File: config.mk
export PLATFORM = sky130hd
export DESIGN_NAME = clk_enable_gen
export DESIGN_NICKNAME = d
export VERILOG_FILES = /design/src/rtl/clk_gen_pkg.sv /design/src/rtl/clk_enable_ch.sv /design/src/rtl/clk_enable_gen.sv
export SDC_FILE = /design/constraint.sdc
export NUM_CORES = 1
export LEC_CHECK = 0
export BUFFER_PORTS_ARGS = -buffer_cell sky130_fd_sc_hd__buf_2
export CAP_MARGIN = 0
export CORE_MARGIN = 3
export CORE_UTILIZATION = 38
export CTS_BUF_LIST = sky130_fd_sc_hd__clkbuf_8
export CTS_CLUSTER_DIAMETER = 50
export CTS_CLUSTER_SIZE = 16
export DETAILED_ROUTE_END_ITERATION = 7
export MAX_ROUTING_LAYER = met4
export PLACE_DENSITY_LB_ADDON = 0.3
export SYNTH_ARGS = -nofsm -noshare
export SYNTH_HDL_FRONTEND = slang
export SYNTH_SLANG_ARGS = --single-unit
File: constraint.sdc
create_clock -name clk -period 4.15 [get_ports clk]
set_input_delay 0.6225 -clock clk [delete_from_list [all_inputs] [get_ports clk]]
set_output_delay 0.6225 -clock clk [all_outputs]
set_load 0.005 [all_outputs]
File: src/rtl/clk_gen_pkg.sv
// Shared definitions for the clock-enable generator: output mode encodings
// and the divisor clamp that maps a programmed 0 onto divide-by-1.
package clk_gen_pkg;

  localparam logic MODE_PULSE  = 1'b0;
  localparam logic MODE_SQUARE = 1'b1;

  // Divisors of 0 and 1 both mean "every cycle", so 0 is clamped to 1.
  // Callers size-cast in and out, which limits divisor width to 32 bits.
  function automatic logic [31:0] clamp_div(input logic [31:0] div);
    return (div == 32'd0) ? 32'd1 : div;
  endfunction

endpackage

File: src/rtl/clk_enable_ch.sv
// One divider channel: terminal counter, active/pending divisor pair,
// registered tick and toggle flops, and the pulse/square output select.
module clk_enable_ch
  import clk_gen_pkg::*;
#(
  parameter int               DIV_W       = 16,
  parameter logic [DIV_W-1:0] DEFAULT_DIV = DIV_W'(2)
) (
  input  logic             clk,
  input  logic             rst_n,
  input  logic             en_i,
  input  logic             sync_clr_i,
  input  logic [DIV_W-1:0] div_i,
  input  logic             div_load_i,
  input  logic             mode_i,
  output logic             tick_o,
  output logic             out_o,
  output logic             div_pending_o
);

  logic [DIV_W-1:0] cnt_q, cnt_d;
  logic [DIV_W-1:0] div_act_q, div_act_d;
  logic [DIV_W-1:0] div_pend_q, div_pend_d;
  logic             pend_valid_q, pend_valid_d;
  logic             tick_q, tick_d;
  logic             toggle_q, toggle_d;

  logic [DIV_W-1:0] eff_div;
  logic [DIV_W-1:0] term_cnt;
  logic             apply_pend;

  assign eff_div  = DIV_W'(clamp_div(32'(div_act_q)));
  assign term_cnt = eff_div - DIV_W'(1);

  // NOTE: every variable gets a default before the priority chain so no
  // path leaves it unassigned; otherwise synthesis infers a latch.
  always_comb begin
    cnt_d        = cnt_q;
    tick_d       = 1'b0;
    toggle_d     = toggle_q;
    div_act_d    = div_act_q;
    div_pend_d   = div_pend_q;
    pend_valid_d = pend_valid_q;
    apply_pend   = 1'b0;

    if (sync_clr_i) begin
      cnt_d      = '0;
      toggle_d   = 1'b0;
      apply_pend = 1'b1;
    end else if (!en_i) begin
      apply_pend = 1'b1;
    end else if (cnt_q >= term_cnt) begin
      // >= rather than == keeps a held count above a freshly shrunk
      // divisor from running all the way round the counter.
      cnt_d      = '0;
      tick_d     = 1'b1;
      toggle_d   = ~toggle_q;
      apply_pend = 1'b1;
    end else begin
      cnt_d = cnt_q + DIV_W'(1);
    end

    // Only the previously pending value is applied; a load on this same
    // edge is queued behind it and waits for the next application point.
    if (apply_pend && pend_valid_q) begin
      div_act_d    = div_pend_q;
      pend_valid_d = 1'b0;
    end
    if (div_load_i) begin
      div_pend_d   = div_i;
      pend_valid_d = 1'b1;
    end
  end

  // NOTE: sequential state uses non-blocking assignments so every flop
  // samples the pre-edge value of the others, independent of statement order.
  always_ff @(posedge clk or negedge rst_n) begin
    if (!rst_n) begin
      cnt_q        <= '0;
      div_act_q    <= DEFAULT_DIV;
      div_pend_q   <= '0;
      pend_valid_q <= 1'b0;
      tick_q       <= 1'b0;
      toggle_q     <= 1'b0;
    end else begin
      cnt_q        <= cnt_d;
      div_act_q    <= div_act_d;
      div_pend_q   <= div_pend_d;
      pend_valid_q <= pend_valid_d;
      tick_q       <= tick_d;
      toggle_q     <= toggle_d;
    end
  end

  // Mode only steers the output; cnt and toggle run regardless of it.
  always_comb begin
    out_o = tick_q;
    case (mode_i)
      MODE_PULSE:  out_o = tick_q;
      MODE_SQUARE: out_o = toggle_q;
    endcase
  end

  assign tick_o        = tick_q;
  assign div_pending_o = pend_valid_q;

endmodule

File: src/rtl/clk_enable_gen.sv
// Multi-channel clock-enable / divided-clock generator; channels share only
// the clock, reset and the phase-aligning synchronous clear.
module clk_enable_gen
  import clk_gen_pkg::*;
#(
  parameter int          NUM_CH      = 2,
  parameter int          DIV_W       = 16,
  parameter int unsigned DEFAULT_DIV = 2
) (
  input  logic                    clk,
  input  logic                    rst_n,
  input  logic [NUM_CH-1:0]       en,
  input  logic [NUM_CH*DIV_W-1:0] div_in,
  input  logic [NUM_CH-1:0]       div_load,
  input  logic [NUM_CH-1:0]       mode,
  input  logic                    sync_clr,
  output logic [NUM_CH-1:0]       tick,
  output logic [NUM_CH-1:0]       out,
  output logic [NUM_CH-1:0]       div_pending
);

  for (genvar k = 0; k < NUM_CH; k++) begin : g_ch
    clk_enable_ch #(
      .DIV_W      (DIV_W),
      .DEFAULT_DIV(DIV_W'(DEFAULT_DIV))
    ) u_ch (
      .clk          (clk),
      .rst_n        (rst_n),
      .en_i         (en[k]),
      .sync_clr_i   (sync_clr),
      .div_i        (div_in[k*DIV_W +: DIV_W]),
      .div_load_i   (div_load[k]),
      .mode_i       (mode[k]),
      .tick_o       (tick[k]),
      .out_o        (out[k]),
      .div_pending_o(div_pending[k])
    );
  end

endmodule

==> results.toml <==
[floorplanning]
dieArea_sq_um = 16500
fp-row-count = 44
die_height_um = 129
core-area_sq_um = 14600
floorplan.initialDensity_pct = 39.1
pin_count = 47
die_x_um = 129

[sta]
period_minus_slack_ns = 4.20
setup_viol = 15
whs_ns = 0.407
clock.fmax_mhz = 238
worst_slew_pin_slew_ns = 1.13
slew-limit-headroom_pct = 24.7
rsz0062_at_grt = "yes"
period_share_pct = 101
fin_ws_ns = -0.0505
hold_viol = 0
drv_slew = 0
skew_ns = 0.0113

[setup_path]
crit_top_cell = "or4_4"
path_depth = 15
path_buf_inv = 1
endpoint_kind = "flop"
cp_top_family = "simple AND/OR/NAND/NOR gates"
critPathRequiredTime_ns = 4.42
reg2reg_depth = 15
worst_ep_arrival_time_ns = 4.47
crit_path_start_kind = "flop"
cp_cell_sequence = "or4_4, or4_4, nor4b_4, a31oi_4, ha_4, nand3_2, xor2_1, ha_1, nand2_2, or3_4, o221ai_4, nand3_4, a21boi_4, buf_12, mux2_2"
worst_path_max_delay_cell = "or4_4"
cp_max_fo = 16
critPathMaxStageDelay_ns = 0.55
setup.worst_path.class = "reg -> reg"

[cts]
clk_path_buf_depth = 2
cts.sinks = 102
cts_buffers = 9
h-tree-depth = 3
cts_hold_buf = 0
clk_latency_ns = 0.39
cts-root-buf = "clkbuf_8"
cts_tree = "yes"
clk_pin_slew_worst_paths_ns = 0.10

[route]
viasPerCell = 5.58
ant_nets = 0
first_iter_violations = 360
drt_pass1_iterations = 5
vias = 4453
drc = 0
wire_per_inst_um = 15.9
wl_um = 12700

[placement]
io_buffers = 46
place_hpwl_um = 8730
placedCellCount = 763
place_congestion = 0.848

[power]
power_w = 0.00237
leakagePower_nw = 3.06
power_density_nw_per_um2 = 342
irDropWorstVdd_uv = 250

[synth]
synth_seq_cells = 102
seq_area_frac_synth_pct = 44.8
synth_area_per_cell_sq_um = 10.7
syn_nets = 609
synth-main-ff-cell = "dfrtp_1"
synthArstFlopShare_pct = 100
ys.warnings.count = 0
netlist_instances = 532
synth_edf_count = 0
ys_types = 51
netlist_area_sq_um = 5710

[finish]
layout_common_cells = "100 x dfrtp_1, 65 x mux2_2, 45 x buf_2"
num_antenna_cells = 0
final_nets = 686
final_common_cell = "dfrtp_1"
layout-drive-gt1-share_pct = 34.5
syn_to_final_growth_pct = 21.5
fin_util_pct = 47.5
stdcell_count = 798

[run_status]
violations = "negative setup slack"
status = "finished, violations left"

[worst_hold_path]
holdCritPathClass = "in -> async"

[global_routing]
grt_overflow = 0
grt_pass1_vias = 4316
grt_usage_pct = 15.5
grt_first_pass_wirelength_um = 20500
antenna_found_initial = 0
grt_max_degree = 89

[job]
maxCapViolCount = 0
==> state kept, by name, indices dropped and copies added, names as in the netlist <==
| name | cells |
|---|---|
| g_ch.u_ch.div_pending_o | 2 |
| g_ch.u_ch.div_act_q | 32 |
| g_ch.u_ch.div_pend_q | 32 |
| g_ch.u_ch.tick_o | 2 |
| g_ch.u_ch.toggle_q | 2 |
| g_ch.u_ch.cnt_q | 32 |
==> report_power, final <==
part	internal, W	total, W	switching, W
clock network	0.000277	0.000642	0.000364
registers	0.00109	0.00120	0.000105
logic	0.000285	0.000534	0.000250
total	0.00166	0.00237	0.000719
==> layer usage <==
| layer | up-vias | GRT usage (%) | share of wire [%] |
|---|---|---|---|
| met5 | - | - | 0 |
| met4 | 0 | 5.06 | 1.3 |
| met3 | 15 | 3.15 | 4.2 |
| met2 | 115 | 24.1 | 49 |
| met1 | 2202 | 20.5 | 46 |
| li1 | 2121 | - | - |
==> logic make-up after synthesis <==
family	synth area share, %
AOI/OAI and AO/OA	11.2
xor gates and xnor gates	3.22
buffers and inverters	2.87
adders and majority gates	7.89
and+or+nand+nor	15.5
muxes	14.6
DFF	44.8
==> worst paths after layout <==
check                      slack, ns                     endpoint                  startpoint
max in group asynchronous       2.81    g_ch[0].u_ch.div_act_q[1]                       rst_n
min reg2reg                     0.51   g_ch[0].u_ch.div_pend_q[4]  g_ch[0].u_ch.div_pend_q[4]
min                             0.41  g_ch[1].u_ch.div_pend_q[11]                       rst_n
min in group clk                0.46   g_ch[0].u_ch.div_pend_q[1]                   div_in[1]
max reg2reg                    -0.05   g_ch[1].u_ch.div_act_q[12]   g_ch[1].u_ch.div_act_q[9]
max                            -0.05   g_ch[1].u_ch.div_act_q[12]   g_ch[1].u_ch.div_act_q[9]
==> worst register-to-register path: stages (launching register included) <==
cell and delay, ns:
dfrtp_1 0.40, or4_4 0.55, or4_4 0.47, nor4b_4 0.40
a31oi_4 0.16, ha_4 0.23, nand3_2 0.07, xor2_1 0.08
ha_1 0.29, nand2_2 0.07, or3_4 0.34, o221ai_4 0.21
nand3_4 0.14, a21boi_4 0.18, buf_12 0.17, mux2_2 0.35
==> stage by stage <==
step	area, sq um	worst slack (ns)	setup TNS, ns
floorplan	5740	0.0151	0
global placement	6300	0.00894	0
detailed placement	6300	-0.0600	-0.684
CTS	6510	-0.0219	-0.0999
global route	6940	-0.187	-4.65
finish	6940	-0.0505	-0.607
==> cells in the mapped netlist, types with 3 or more instances <==
master / count / area (sq um)
or3_1: 7 / 43.8
nand2b_1: 6 / 37.5
and4_1: 4 / 35.0
o31a_1: 3 / 26.3
inv_1: 11 / 41.3
and3_1: 4 / 25.0
o21ai_0: 8 / 40.0
a211o_1: 3 / 26.3
a21o_1: 10 / 75.1
xnor2_1: 13 / 114
mux2_2: 65 / 732
o211ai_1: 3 / 22.5
nor3_1: 12 / 60.1
buf_4: 7 / 52.6
clkbuf_1: 15 / 56.3
dfrtp_1: 100 / 2500
ha_1: 36 / 450
xor2_1: 8 / 70.1
a31oi_1: 21 / 131
mux2i_1: 10 / 100
nand3b_1: 3 / 22.5
nand2_1: 36 / 135
nor4_1: 14 / 87.6
a21oi_1: 18 / 90.1
and2_1: 6 / 37.5
nor2_1: 33 / 124
o21a_1: 3 / 22.5
a22o_1: 3 / 26.3
a31o_2: 8 / 70.1
nand3_1: 28 / 140
nand4_1: 7 / 43.8
==> area by class of cell <==
type / count / area, sq um
tap: 184 / 230
multi-input combinational: 394 / 3220
clock buffer: 9 / 124
inverter: 11 / 41.3
fill: 1314 / 7650
clock inverter: 7 / 67.6
sequential: 102 / 2550
timing repair buffer: 91 / 697
==> repair_timing <==
| action | CTS | global route |
|---|---|---|
| gates resized for setup | 2 | 41 |
| pin swaps | 3 | 25 |
| endpoints found under the setup margin | 16 | 68 |
| setup buffers | 1 | 15 |
| gates cloned | 0 | 3 |
(Power assumes the default switching activity.)
